===== config.mk =====
export PLATFORM = sky130hd
export DESIGN_NAME = riscv_apb_arbiter
export DESIGN_NICKNAME = d
export VERILOG_FILES = /design/src/rtl/riscv_pkg.sv /design/src/rtl/riscv_arb_pick.sv /design/src/rtl/riscv_apb_arbiter.sv
export SDC_FILE = /design/constraint.sdc
export NUM_CORES = 1
export LEC_CHECK = 0
export ABC_AREA = 0
export CORE_AREA = 4 4 115 117
export CTS_BUF_LIST = sky130_fd_sc_hd__clkbuf_16
export CTS_CLUSTER_DIAMETER = 80
export DETAILED_ROUTE_END_ITERATION = 16
export DIE_AREA = 0 0 119 121
export GPL_ROUTABILITY_DRIVEN = 0
export HOLD_SLACK_MARGIN = 0.08
export PLACE_DENSITY = 0.75
export SLEW_MARGIN = 20
export SYNTH_ARGS = -nofsm -noshare
export SYNTH_HDL_FRONTEND = slang
export SYNTH_HIERARCHICAL = 1
export SYNTH_SLANG_ARGS = --single-unit

===== constraint.sdc =====
create_clock -name clk -period 1.5 [get_ports clk]
set_input_delay 0.15 -clock clk [delete_from_list [all_inputs] [get_ports clk]]
set_output_delay 0.15 -clock clk [all_outputs]
set_load 0.02 [all_outputs]

===== src/rtl/riscv_pkg.sv =====
// Shared types and constants for the two-master APB arbiter.
// The round-robin option is selected by RISCV_APB_ARB_RR_EN (see riscv_arb_pick).
package riscv_pkg;

    typedef enum logic [1:0] {ARB_IDLE, ARB_SETUP, ARB_ACCESS} apb_arb_state_t;

    localparam logic ARB_M_IMEM = 1'b0;
    localparam logic ARB_M_DMEM = 1'b1;

endpackage


===== src/rtl/riscv_arb_pick.sv =====
// Combinational winner selection between imem (m0) and dmem (m1) requests.
// Define RISCV_APB_ARB_RR_EN for round-robin; otherwise dmem has fixed priority.
module riscv_arb_pick
    import riscv_pkg::*;
(
    input  logic m1_psel,
    input  logic m0_psel,
    input  logic last_grant,
    output logic grant
);

`ifdef RISCV_APB_ARB_RR_EN
    // On a tie the master that was not served last wins.
    always_comb begin
        grant = ARB_M_IMEM;
        if (m1_psel && m0_psel) begin
            grant = ~last_grant;
        end else if (m1_psel) begin
            grant = ARB_M_DMEM;
        end
    end
`else
    logic unused_last_grant;
    assign unused_last_grant = last_grant;

    always_comb begin
        grant = ARB_M_IMEM;
        if (m1_psel) begin
            grant = ARB_M_DMEM;
        end
    end
`endif

endmodule


===== src/rtl/riscv_apb_arbiter.sv =====
// Two-master to one-slave APB arbiter: re-issues each granted request as SETUP->ACCESS.
// Define RISCV_APB_ARB_RR_EN to build the last-grant register and round-robin arbitration.
module riscv_apb_arbiter
    import riscv_pkg::*;
#(
    parameter int ADDR_W = 32,
    parameter int DATA_W = 32
) (
    input  logic              clk,
    input  logic              reset,
    input  logic              m0_psel_i,
    input  logic              m0_penable_i,
    input  logic [ADDR_W-1:0] m0_paddr_i,
    input  logic              m0_pwrite_i,
    input  logic [DATA_W-1:0] m0_pwdata_i,
    output logic              m0_pready_o,
    output logic [DATA_W-1:0] m0_prdata_o,
    input  logic              m1_psel_i,
    input  logic              m1_penable_i,
    input  logic [ADDR_W-1:0] m1_paddr_i,
    input  logic              m1_pwrite_i,
    input  logic [DATA_W-1:0] m1_pwdata_i,
    output logic              m1_pready_o,
    output logic [DATA_W-1:0] m1_prdata_o,
    output logic              s_psel_o,
    output logic              s_penable_o,
    output logic [ADDR_W-1:0] s_paddr_o,
    output logic              s_pwrite_o,
    output logic [DATA_W-1:0] s_pwdata_o,
    input  logic              s_pready_i,
    input  logic [DATA_W-1:0] s_prdata_i
);

    apb_arb_state_t    state;
    logic              grant;
    logic              pick;
    logic              last_grant;
    logic [ADDR_W-1:0] addr_q;
    logic              write_q;
    logic [DATA_W-1:0] wdata_q;
    logic              done;

    // Grant follows psel alone; master penable carries no information here.
    logic unused_penable;
    assign unused_penable = m0_penable_i ^ m1_penable_i;

    // Reset in the completing cycle abandons the transfer, so no pready escapes.
    assign done = (state == ARB_ACCESS) && s_pready_i && !reset;

`ifdef RISCV_APB_ARB_RR_EN
    always_ff @(posedge clk) begin
        if (reset) begin
            last_grant <= ARB_M_DMEM;
        end else if (done) begin
            last_grant <= grant;
        end
    end
`else
    assign last_grant = ARB_M_DMEM;
`endif

    riscv_arb_pick u_pick (
        .m1_psel    (m1_psel_i),
        .m0_psel    (m0_psel_i),
        .last_grant (last_grant),
        .grant      (pick)
    );

    always_ff @(posedge clk) begin
        if (reset) begin
            state   <= ARB_IDLE;
            grant   <= ARB_M_IMEM;
            addr_q  <= '0;
            write_q <= 1'b0;
            wdata_q <= '0;
        end else begin
            case (state)
                ARB_IDLE: begin
                    if (m0_psel_i || m1_psel_i) begin
                        grant <= pick;
                        state <= ARB_SETUP;
                        if (pick == ARB_M_DMEM) begin
                            addr_q  <= m1_paddr_i;
                            write_q <= m1_pwrite_i;
                            wdata_q <= m1_pwdata_i;
                        end else begin
                            addr_q  <= m0_paddr_i;
                            write_q <= m0_pwrite_i;
                            wdata_q <= m0_pwdata_i;
                        end
                    end
                end
                ARB_SETUP: state <= ARB_ACCESS;
                ARB_ACCESS: begin
                    if (s_pready_i) begin
                        state <= ARB_IDLE;
                    end
                end
                default: state <= ARB_IDLE;
            endcase
        end
    end

    assign s_psel_o    = (state != ARB_IDLE);
    assign s_penable_o = (state == ARB_ACCESS);
    assign s_paddr_o   = addr_q;
    assign s_pwrite_o  = write_q;
    assign s_pwdata_o  = wdata_q;

    assign m0_pready_o = done && (grant == ARB_M_IMEM);
    assign m1_pready_o = done && (grant == ARB_M_DMEM);
    assign m0_prdata_o = m0_pready_o ? s_prdata_i : '0;
    assign m1_prdata_o = m1_pready_o ? s_prdata_i : '0;

endmodule


==> results of run 1 <==
==> sequential cells by signal (all words and copies together), names as in the netlist <==
signal,count
s_pwdata_o,32
state,2
s_paddr_o,32
grant,1
s_pwrite_o,1
==> worst max path at each step <==
stage	endpoint	slack [ps]	cells past startpoint
global placement	m0_prdata_o[5]	-590	6
finish	m1_prdata_o[6]	-220	6
floorplan	m1_prdata_o[22]	120	4
detailed placement	m1_prdata_o[28]	-660	6
CTS	m0_prdata_o[11]	-280	6
global route	m1_prdata_o[6]	-320	6
==> worst max-delay path, delay by kind of cell, from the launching register on <==
| kind | cells | cell delay [ps] |
|---|---|---|
| AND/OR/NAND/NOR | 3 | 590 |
| buffers and inverters | 3 | 340 |
| flip-flops | 1 | 330 |
==> cell type report <==
class                   count  area [sq um]  area share [%]
repair buffers            320          3367           44.58
clock inverters             6         33.78          0.4472
diodes                      4         10.01          0.1325
flip-flops and latches     68          1363           18.04
well taps                 172         215.2           2.849
inverters                   1         3.754         0.04969
clock buffers               9         225.2           2.982
multi-input cells         274          2336           30.93
==> timing repair <==
action / 4_1_cts / 5_1_grt
gates cloned: 3 / 1
endpoints found under the setup margin: 68 / 98
endpoints found under the hold margin: 0 / 0
pin swaps: 8 / 16
resized for setup: 444 / 14
setup buffers: 4 / 1
==> stage by stage <==
| step | utilization [%] | instances | setup TNS [ps] | power, mW |
|---|---|---|---|---|
| CTS | 61.08 | 851 | -14300 | 6.312 |
| floorplan | - | 387 | 0 | 3.295 |
| global route | 61.10 | 854 | -18790 | 6.567 |
| detailed placement | 56.61 | 829 | -41920 | 4.411 |
| global placement | 56.61 | 829 | -36690 | 4.368 |
| finish | 61.10 | 854 | -12430 | 6.271 |
==> layout by cell type (no fill, tap or decap), types with 2 or more instances in the layout <==
| cell | count |
|---|---|
| clkdlybuf4s50_1 | 226 |
| buf_6 | 67 |
| dfxtp_1 | 67 |
| mux2i_1 | 66 |
| a21oi_1 | 66 |
| a211oi_2 | 50 |
| and2_4 | 42 |
| and2_1 | 22 |
| a211oi_1 | 15 |
| buf_4 | 11 |
| clkbuf_16 | 10 |
| buf_12 | 9 |
| diode_2 | 4 |
| nor2_1 | 3 |
| clkinv_2 | 3 |
| dlymetal6s2s_1 | 3 |
| nor2_4 | 2 |
| clkinvlp_4 | 2 |
==> power by group through the flow <==
stage,Clock (mW),Sequential [mW],Combinational [mW]
2_1_floorplan,0,2.44,0.855
3_3_place_gp,0,2.17,2.20
3_5_place_dp,0,2.18,2.23
4_1_cts,1.90,2.15,2.26
5_1_grt,1.98,2.18,2.41
6_report,1.84,2.15,2.28
==> per-layer routing <==
layer,track usage [%],vias to the layer above,part of all wire (%),wire length (um)
met2,37.34,191,52,8135
met5,0,-,0,0
li1,-,1988,-,-
met1,21.13,1896,37,5762
met4,9.558,0,3.3,519
met3,5.921,26,7.6,1181
==> impl_metrics.env, run 1 <==
export IMPL_syn_area_sq_mm=0.003857
export IMPL_via_per_inst=4.802
export IMPL_swShare_pct=31.02
export IMPL_placed_area_sq_mm=0.006999
export IMPL_routed_wirelength_mm=15.60
export IMPL_hold_path_class="in2reg"
export IMPL_syn2layout_area_growth_pct=95.82
export IMPL_cts_buffers=9
export IMPL_p_int_mw=4.325
export IMPL_violations="setup timing"
export IMPL_worst_pin_slew_ps=1005
export IMPL_hold_start="m1_psel_i"
export IMPL_core_area_sq_mm=0.01236
export IMPL_final_setup_viol_count=66
export IMPL_cp_max_fo=7
export IMPL_portBuffers=299
export IMPL_cts_tree="yes"
export IMPL_critPathKind="reg2out"
export IMPL_rrSetupSlack_ps=110
export IMPL_start_kind="flop"
export IMPL_status="finished, violations left"
export IMPL_yosysWarnings=6
export IMPL_grt_max_degree=69
export IMPL_clock_skew_ps=5.453
export IMPL_place_ws_ps=-661.1
export IMPL_leakage_nw=3.102
export IMPL_antenna_left=0
export IMPL_drive_gt1_share_pct=30.24
export IMPL_period_needed_ps=1725
export IMPL_path_cells="nor3b_4 > and3_4 > buf_6 > buf_6 > and2_4 > buf_6"
export IMPL_die_h_um=121
export IMPL_hold_depth=3
export IMPL_slowest_delay_ps=330
export IMPL_drv_slew=0
export IMPL_grt_ovfl_total=0
export IMPL_h_tree_depth=3
export IMPL_power_clock_fraction_pct=29.4
export IMPL_dp_hpwl_mm=11.61
export IMPL_dr_pass1_iters=4
export IMPL_grt_use_total_pct=20.29
export IMPL_die_x_um=119
export IMPL_synth_avg_cell_area_sq_um=9.968
export IMPL_holdBufCountCts=0
export IMPL_finalHoldViolCount=0
export IMPL_drt_initial_drc_count=110
export IMPL_power_net_switching_mw=1.945
export IMPL_maxCapViolCount=0
export IMPL_cp_common_cell="buf_6"
export IMPL_grt_pass1_wl_mm=23.02
export IMPL_wl_per_cell_um=18.27
export IMPL_seq_power_share_pct=34.3
export IMPL_power_density_mw_per_mm2=830.1
export IMPL_hold_end="state[0]"
export IMPL_fin_area_sq_mm=0.007553
export IMPL_dieArea_sq_mm=0.01440
export IMPL_clockBufferDepth=2
export IMPL_rr_worst_depth=5
export IMPL_vias=4101
export IMPL_critical_path_required_ps=1350
export IMPL_period_share_pct=115.0
export IMPL_end_kind="primary output"
export IMPL_clk_pin_slew_worst_paths_ps=50
export IMPL_setup_worst_path_start="state[0]"
export IMPL_rsz0062_at_grt="true"
export IMPL_cts_root_buffer="clkbuf_16"
export IMPL_syn_nets=556
export IMPL_peakVddDrop_mv=0.5355
export IMPL_reg2reg_from="state[1]"
export IMPL_combPwrFrac_pct=36.3
export IMPL_reg2reg_to="s_paddr_o[21]"
export IMPL_fmax_mhz=579.7
export IMPL_io_pins=302
export IMPL_clk_latency_ps=320
export IMPL_row_count=41
export IMPL_setup_ws_ps=-225.0
export IMPL_drc=0
export IMPL_hold_worst_slack_ps=319.0
export IMPL_final_nets=843
export IMPL_antenna_found_initial=4
export IMPL_synth_cells=387
export IMPL_critPathSlowestCell="dfxtp_2"
export IMPL_cp_arrival_ps=1570
export IMPL_grt_pass1_vias=4266
export IMPL_num_fill_cells=1011
export IMPL_initial_core_util_pct=31.20
export IMPL_slew_headroom_pct=33.02
export IMPL_cts_sinks=68
Note: power is estimated with default switching activity, not from simulation.
==> run 2, diff against run 1 <==
--- a/config.mk
+++ b/config.mk
@@ -12,7 +12,6 @@
 export DETAILED_ROUTE_END_ITERATION = 16
 export DIE_AREA = 0 0 119 121
 export GPL_ROUTABILITY_DRIVEN = 0
-export HOLD_SLACK_MARGIN = 0.08
 export PLACE_DENSITY = 0.75
 export SLEW_MARGIN = 20
 export SYNTH_ARGS = -nofsm -noshare
==> results of run 2 <==
Final layout, timing and power as in run 1 (identical DEF).
